`src/rtl/cv32e40x_pkg.sv`:
```
// cv32e40x_pkg: pipeline and illegal-instruction event types shared by the capture stage.
package cv32e40x_pkg;

    typedef struct packed {
        logic        instr_valid;
        logic        illegal_insn;
        logic [31:0] pc;
    } ex_wb_pipe_t;

    typedef struct packed {
        logic [31:0] pc;
        logic [3:0]  hartid;
        logic [31:0] cycle;
    } illegal_evt_t;

    localparam int ILLEGAL_EVT_W = $bits(illegal_evt_t);

endpackage

```
`src/rtl/cv32e40x_evt_fifo.sv`:
```
// cv32e40x_evt_fifo: circular-buffer FIFO with occupancy count and synchronous clear.
module cv32e40x_evt_fifo #(
    parameter int WIDTH = 68,
    parameter int DEPTH = 4
) (
    input  logic                     clk_i,
    input  logic                     rst_i,
    input  logic                     clear_i,
    input  logic                     push_i,
    input  logic                     pop_i,
    input  logic [WIDTH-1:0]         wdata_i,
    output logic [WIDTH-1:0]         rdata_o,
    output logic                     full_o,
    output logic                     empty_o,
    output logic [$clog2(DEPTH):0]   level_o
);

    localparam int AW = $clog2(DEPTH);
    localparam int LW = AW + 1;

    logic [WIDTH-1:0] mem_q [DEPTH];
    logic [AW-1:0]    wptr_q, wptr_d, rptr_q, rptr_d;
    logic [LW-1:0]    level_q, level_d;
    logic             do_push, do_pop, flush;

    assign flush   = rst_i || clear_i;
    assign full_o  = level_q == LW'(DEPTH);
    assign empty_o = level_q == '0;
    assign do_pop  = pop_i && !empty_o;
    // a full FIFO still takes a push when the head leaves in the same cycle
    assign do_push = push_i && (!full_o || do_pop);
    assign wptr_d  = flush ? '0 : do_push ? wptr_q + 1'b1 : wptr_q;
    assign rptr_d  = flush ? '0 : do_pop ? rptr_q + 1'b1 : rptr_q;
    assign level_d = flush ? '0 : level_q + LW'(do_push) - LW'(do_pop);
    assign rdata_o = empty_o ? '0 : mem_q[rptr_q];
    assign level_o = level_q;

    always_ff @(posedge clk_i) begin
        wptr_q  <= wptr_d;
        rptr_q  <= rptr_d;
        level_q <= level_d;
    end

    always_ff @(posedge clk_i) begin
        if (do_push && !flush) mem_q[wptr_q] <= wdata_i;
    end

endmodule

```
`src/rtl/cv32e40x_illegal_evt_fifo.sv`:
```
// cv32e40x_illegal_evt_fifo: captures illegal instructions reaching WB into a drainable
// event FIFO with a cycle stamp, a saturating drop counter and a sticky overflow flag.
module cv32e40x_illegal_evt_fifo
    import cv32e40x_pkg::*;
#(
    parameter int DEPTH     = 4,
    parameter int CNT_WIDTH = 8
) (
    input  logic                     clk_i,
    input  logic                     rst_i,
    input  ex_wb_pipe_t              ex_wb_pipe_i,
    input  logic [31:0]              mhartid_i,
    input  logic                     clear_i,
    output logic                     evt_valid_o,
    input  logic                     evt_ready_i,
    output logic [31:0]              evt_pc_o,
    output logic [3:0]               evt_hartid_o,
    output logic [31:0]              evt_cycle_o,
    output logic [$clog2(DEPTH):0]   level_o,
    output logic [CNT_WIDTH-1:0]     drop_cnt_o,
    output logic                     overflow_o
);

    logic [31:0]          cycle_q, cycle_d;
    logic [CNT_WIDTH-1:0] drop_cnt_q, drop_cnt_d;
    logic                 overflow_q, overflow_d;
    logic                 push, pop, full, empty, drop;
    logic                 unused_hartid;
    illegal_evt_t         wr_evt, rd_evt;

    assign push          = ex_wb_pipe_i.instr_valid && ex_wb_pipe_i.illegal_insn;
    assign pop           = evt_valid_o && evt_ready_i;
    assign drop          = push && full && !pop;
    assign wr_evt        = '{pc: ex_wb_pipe_i.pc, hartid: mhartid_i[3:0], cycle: cycle_q};
    assign unused_hartid = ^mhartid_i[31:4];

    cv32e40x_evt_fifo #(
        .WIDTH (ILLEGAL_EVT_W),
        .DEPTH (DEPTH)
    ) u_fifo (
        .clk_i   (clk_i),
        .rst_i   (rst_i),
        .clear_i (clear_i),
        .push_i  (push),
        .pop_i   (pop),
        .wdata_i (wr_evt),
        .rdata_o (rd_evt),
        .full_o  (full),
        .empty_o (empty),
        .level_o (level_o)
    );

    // cycle stamp keeps running through clear so stamps stay comparable across flushes
    assign cycle_d    = cycle_q + 32'd1;
    assign drop_cnt_d = clear_i ? '0 : (drop && !(&drop_cnt_q)) ? drop_cnt_q + 1'b1 : drop_cnt_q;
    assign overflow_d = !clear_i && (overflow_q || drop);

    always_ff @(posedge clk_i) begin
        if (rst_i) begin
            cycle_q    <= '0;
            drop_cnt_q <= '0;
            overflow_q <= 1'b0;
        end else begin
            cycle_q    <= cycle_d;
            drop_cnt_q <= drop_cnt_d;
            overflow_q <= overflow_d;
        end
    end

    assign evt_valid_o  = !empty;
    assign evt_pc_o     = rd_evt.pc;
    assign evt_hartid_o = rd_evt.hartid;
    assign evt_cycle_o  = rd_evt.cycle;
    assign drop_cnt_o   = drop_cnt_q;
    assign overflow_o   = overflow_q;

endmodule

```
`config.mk`:
```
export PLATFORM = sky130hd
export DESIGN_NAME = cv32e40x_illegal_evt_fifo
export DESIGN_NICKNAME = d
export VERILOG_FILES = /design/src/rtl/cv32e40x_pkg.sv /design/src/rtl/cv32e40x_evt_fifo.sv /design/src/rtl/cv32e40x_illegal_evt_fifo.sv
export SDC_FILE = /design/constraint.sdc
export NUM_CORES = 1
export LEC_CHECK = 0
export CAP_MARGIN = 40
export CORE_MARGIN = 2
export CORE_UTILIZATION = 50
export DETAILED_ROUTE_END_ITERATION = 8
export PLACE_DENSITY_LB_ADDON = 0.2
export SYNTH_ARGS = -nofsm -noshare
export SYNTH_HDL_FRONTEND = slang
export SYNTH_SLANG_ARGS = --single-unit
```
`constraint.sdc`:
```
create_clock -name clk_i -period 3.35 [get_ports clk_i]
set_clock_uncertainty 0.2 [all_clocks]
set_input_delay 0.5025 -clock clk_i [delete_from_list [all_inputs] [get_ports clk_i]]
set_output_delay 0.5025 -clock clk_i [all_outputs]
set_load 0.1 [all_outputs]
```
[Word-level counts from Yosys, hierarchy flattened]
Memory sizes are Yosys's and may differ from the RTL's. A register that Yosys moved wholly into a read port is not among the register bits.
Index checks and enable logic that the tools add are counted.
Operators by class
  add/subtract/negate cells: 6
  order comparisons: 0
  shifts and indexed selects: 0
  bitwise gates (word level): 0
  equality and inequality tests: 1
  reduce and logical (&&, ||, !) cells: 21
  div/mod/pow operators: 0
  muxes and demuxes: 5
  $mul: 0
Operator list (number)
  68-bit two-way mux: 1
  32-bit by 1-bit adder with 32-bit output, second input constant: 1
  1-bit logical AND: 9
  8-bit by 1-bit adder with 8-bit output, second input constant: 1
  8-bit AND reduction: 1
  1-bit zero test: 6
  2-bit by 1-bit adder with 2-bit output, second input constant: 2
  2-bit two-way mux: 2
  3-bit by 1-bit adder with 3-bit output: 1
  3-bit equality test, second input constant: 1
  3-bit zero test: 1
  1-bit logical OR: 3
  3-bit by 1-bit subtractor with 3-bit output: 1
  1-bit two-way mux: 2
  2-bit OR reduction: 1
Storage, ports and cells
  output and inout port bits: 81
  memory bits (writable): 272
  flip-flop bits (word level): 48
  bits in latches: 0
  logic and storage cells: 40
  bits in read-only memories: 0
  memories kept: 1
Memory list
  u_fifo.mem_q: depth 4, bits a word 68, read ports 1, clocked after memory_dff 1, write ports 1, line cv32e40x_evt_fifo.sv:21  | logic [WIDTH-1:0] mem_q [DEPTH];

[Depth between registers and ports, before layout]
  depth after elaboration: 9
  mapped depth: 10
  depth with buffers taken out: 9

[Cells and area by module]
From an unflattened synthesis, not the netlist that was laid out.
Unflattened totals
  cells, all modules: 706
  area total of the unflattened synthesis: 12674.7 µm²
By module, submodules not included
  cv32e40x_evt_fifo: area each 10755.3 µm², cells each 478, times used 1
  cv32e40x_illegal_evt_fifo: area each 1919.3 µm², cells each 228, times used 1

[Least setup slack after synthesis]
Ideal clock, no wire load.
  path type: reg2out
  from: register u_fifo.level_q[1] (netlist: u_fifo.level_o[1])
  to: output port evt_pc_o[22]
  cell stages (with the launch flop): 5
  buffers on the path: 2
  slack: -0.712 ns
  data required time: 2.647 ns
  arrival time: 3.360 ns
  cell sequence: dfxtp_1 > or3_2 > clkbuf_1 > clkbuf_1 > and2_1
On the way
  cells in the longest elaborated chain, start to end: 2
RTL lines
  from (decl): line cv32e40x_evt_fifo.sv:23  | logic [LW-1:0] level_q, level_d;
  from (signal assigned): line cv32e40x_evt_fifo.sv:41  | level_q <= level_d;
  3-bit zero test: line cv32e40x_evt_fifo.sv:28  | assign empty_o = level_q == '0;
  68-bit two-way mux: line cv32e40x_evt_fifo.sv:35  | assign rdata_o = empty_o ? '0 : mem_q[rptr_q];
  to (decl): line cv32e40x_illegal_evt_fifo.sv:16  | output logic [31:0] evt_pc_o,
No other way between the ends.

==> results.sh <==
export IMPL_drive_gt1_share_pct=27.46
export IMPL_hold_worst_slack_ps=280.5
export IMPL_syn_area_per_cell_um2=18.02
export IMPL_grt_pass1_vias=7127
export IMPL_rr_worst_depth=9
export IMPL_synth_nets=778
export IMPL_p_leak_nw=5.256
export IMPL_crit_buf_inv=2
export IMPL_die_w_um=162.7
export IMPL_setup_viol=0
export IMPL_start_kind="flop"
export IMPL_cap_viol_max_count=0
export IMPL_fin_setup_tns_ps=0
export IMPL_final_cells=1193
export IMPL_outcome="complete, no violations"
export IMPL_yosys_warnings=0
export IMPL_die_area_um2=26470
export IMPL_final_min_clock_period_ps=2982
export IMPL_num_rows=58
export IMPL_ctsHoldBuffers=0
export IMPL_cts_max_level=2
export IMPL_synthTopCellsByCount="edfxtp_1, and2_1, mux4_2"
export IMPL_slew_violations=0
export IMPL_hold_class="flop to flop"
export IMPL_crit_required_ps=2650
export IMPL_cts_resized=0
export IMPL_grt_first_pass_wirelength_um=38290
export IMPL_chipHeight_um=162.7
export IMPL_synth_top_area_share_pct=64.86
export IMPL_tightest_slew_ps=670.5
export IMPL_fmax_mhz=335.3
export IMPL_post_synth_top_count_cell="edfxtp_1"
export IMPL_synth_cell_types=39
export IMPL_synth_area_leader_cell="edfxtp_1"
export IMPL_rsz0062_at_grt="no"
export IMPL_numCtsBuffers=35
export IMPL_slowest_delay_ps=610
export IMPL_dp_cells=1130
export IMPL_clkSinkCount=322
export IMPL_drc_errors=0
export IMPL_gp_congestion=0.7562
export IMPL_synth_edff_count=272
export IMPL_area_growth_pct=28.14
export IMPL_power_density_nw_per_um2=589.5
export IMPL_final_nets=916
export IMPL_path_depth=4
export IMPL_arrival_ps=2280
export IMPL_cts_root_buf="clkbuf_16"
export IMPL_ir_drop_v=0.0003504
export IMPL_ys_seq_area_share_pct=72.81
export IMPL_antenna_found_initial=1
export IMPL_clock_latency_ps=510
export IMPL_drt_iter0_drc=501
export IMPL_relSlewSlack_pct=55.30
export IMPL_cpMaxStageDelayCell="mux4_2"
export IMPL_num_antenna_cells=0
export IMPL_routed_wl_um=24150
export IMPL_vias_per_cell=5.672
export IMPL_worstSetupEndpointType="output port"
export IMPL_finalHoldViolations=0
export IMPL_period_share_pct=89.02
export IMPL_tritoncts="done"
export IMPL_overflow=0
export IMPL_core_area_um2=24960
export IMPL_syn_inst=699
export IMPL_first_pass_iters=4
export IMPL_via_count=6767
export IMPL_clk_pin_slew_ps=60
export IMPL_io_buffers=122
export IMPL_critPathTopFamily="multiplexers"
export IMPL_yosys_most_used_dff="edfxtp_1"
export IMPL_path_cells="buf_4 -> mux4_2 -> and2_1 -> buf_12"
export IMPL_dpl_hpwl_um=14510
export IMPL_clock_path_buffers=3
export IMPL_critical_path_class="flop to output port"
export IMPL_synth_cell_area_um2=12590
export IMPL_routedWlPerCell_um=20.24
export IMPL_yosys_top_cells_area="edfxtp_1, mux4_2, dfxtp_1, and2_1, a21oi_1"
export IMPL_postCtsSetupBuffers=0
export IMPL_postRouteAntennaNets=0
export IMPL_io_pins=151
export IMPL_holdPathStages=2
export IMPL_grtUsageTotal_pct=18.85
export IMPL_start_util_pct=50.45
export IMPL_async_flop_share_pct=0
export IMPL_cp_max_fo=16
export IMPL_grt_start_max_net_pins=71
export IMPL_ys_ff_latch=322
-- per-layer routing --
layer | part of all wire, % | track usage, % | up-vias
met5 | 0.054 | 0 | -
met4 | 1.6 | 5.189 | 2
met3 | 5.5 | 3.565 | 33
met2 | 51 | 32.28 | 196
met1 | 42 | 24.98 | 3488
li1 | - | - | 3048
-- kinds of logic after synthesis --
family,count (synthesis),synth area share [%]
AOI/OAI and AO/OA,52,2.424
adders and majority gates,9,0.9538
muxes,68,12.16
xor gates and xnor gates,17,1.182
DFF,322,72.81
and+or+nand+nor,184,8.843
buffers and inverters,47,1.629
-- cell usage in the layout, fill, tap and decap left out, drive strengths merged, types with 11 or more instances in the layout --
| master | netlist | routed |
|---|---|---|
| inv | 10 | 11 |
| o31ai | 14 | 14 |
| dfxtp | 50 | 50 |
| or4 | 14 | 14 |
| nand2 | 14 | 14 |
| edfxtp | 272 | 272 |
| nand3 | 16 | 16 |
| clkbuf | 23 | 52 |
| xor2 | 12 | 12 |
| mux4 | 68 | 68 |
| clkdlybuf4s50 | 0 | 41 |
| and2 | 72 | 72 |
| nor2 | 24 | 24 |
| buf | 14 | 97 |
| a21oi | 25 | 25 |
-- path summary, 6_finish.rpt --
kind / startpoint / to / slack [ps]
setup / recovery: flop / evt_cycle_o[7] / 370
hold / removal: overflow_o / overflow_o / 280
setup reg to reg: u_fifo.level_o[2] / u_fifo.level_o[2] / 700
hold reg to reg: overflow_o / overflow_o / 280
-- registers in the layout (all words and copies together), names as in the netlist, named ones only --
signal and count:
cycle_q 32, drop_cnt_o 8, overflow_o 1, u_fifo.level_o 3, u_fifo.mem_q 272, u_fifo.rptr_q 2
u_fifo.wptr_q 2
-- worst min-delay path: stages, from the launching register on --
cell and delay (ps):
dfxtp_1 330, nor2_1 50, nor2_1 70
-- through the flow --
| stage | setup slack (ps) | area, um^2 | util, % | power [mW] |
|---|---|---|---|---|
| CTS | 325.5 | 16140 | 64.64 | 9.616 |
| floorplan | -229.4 | 12610 | - | 5.367 |
| detailed placement | 456.4 | 15000 | 60.10 | 5.947 |
| finish | 367.9 | 16140 | 64.64 | 9.513 |
| global placement | 538.5 | 15000 | 60.10 | 5.934 |
| global route | 233.8 | 16140 | 64.64 | 9.829 |
-- power breakdown --
| part | switching, mW | leakage (nW) | internal [mW] |
|---|---|---|---|
| Clock | 1.43 | 0.560 | 2.23 |
| Sequential | 0.0189 | 2.89 | 4.34 |
| Combinational | 0.967 | 1.81 | 0.520 |
-- cell type report --
type | instances | area, um^2
inverter | 10 | 37.54
timing repair buffer | 138 | 2127
clock inverter | 11 | 57.56
tap | 330 | 412.9
sequential | 322 | 9176
multi-input combinational | 330 | 3249
clock buffer | 52 | 1076
fill | 1732 | 8827
No activity file was read; power rests on OpenSTA's default activity.
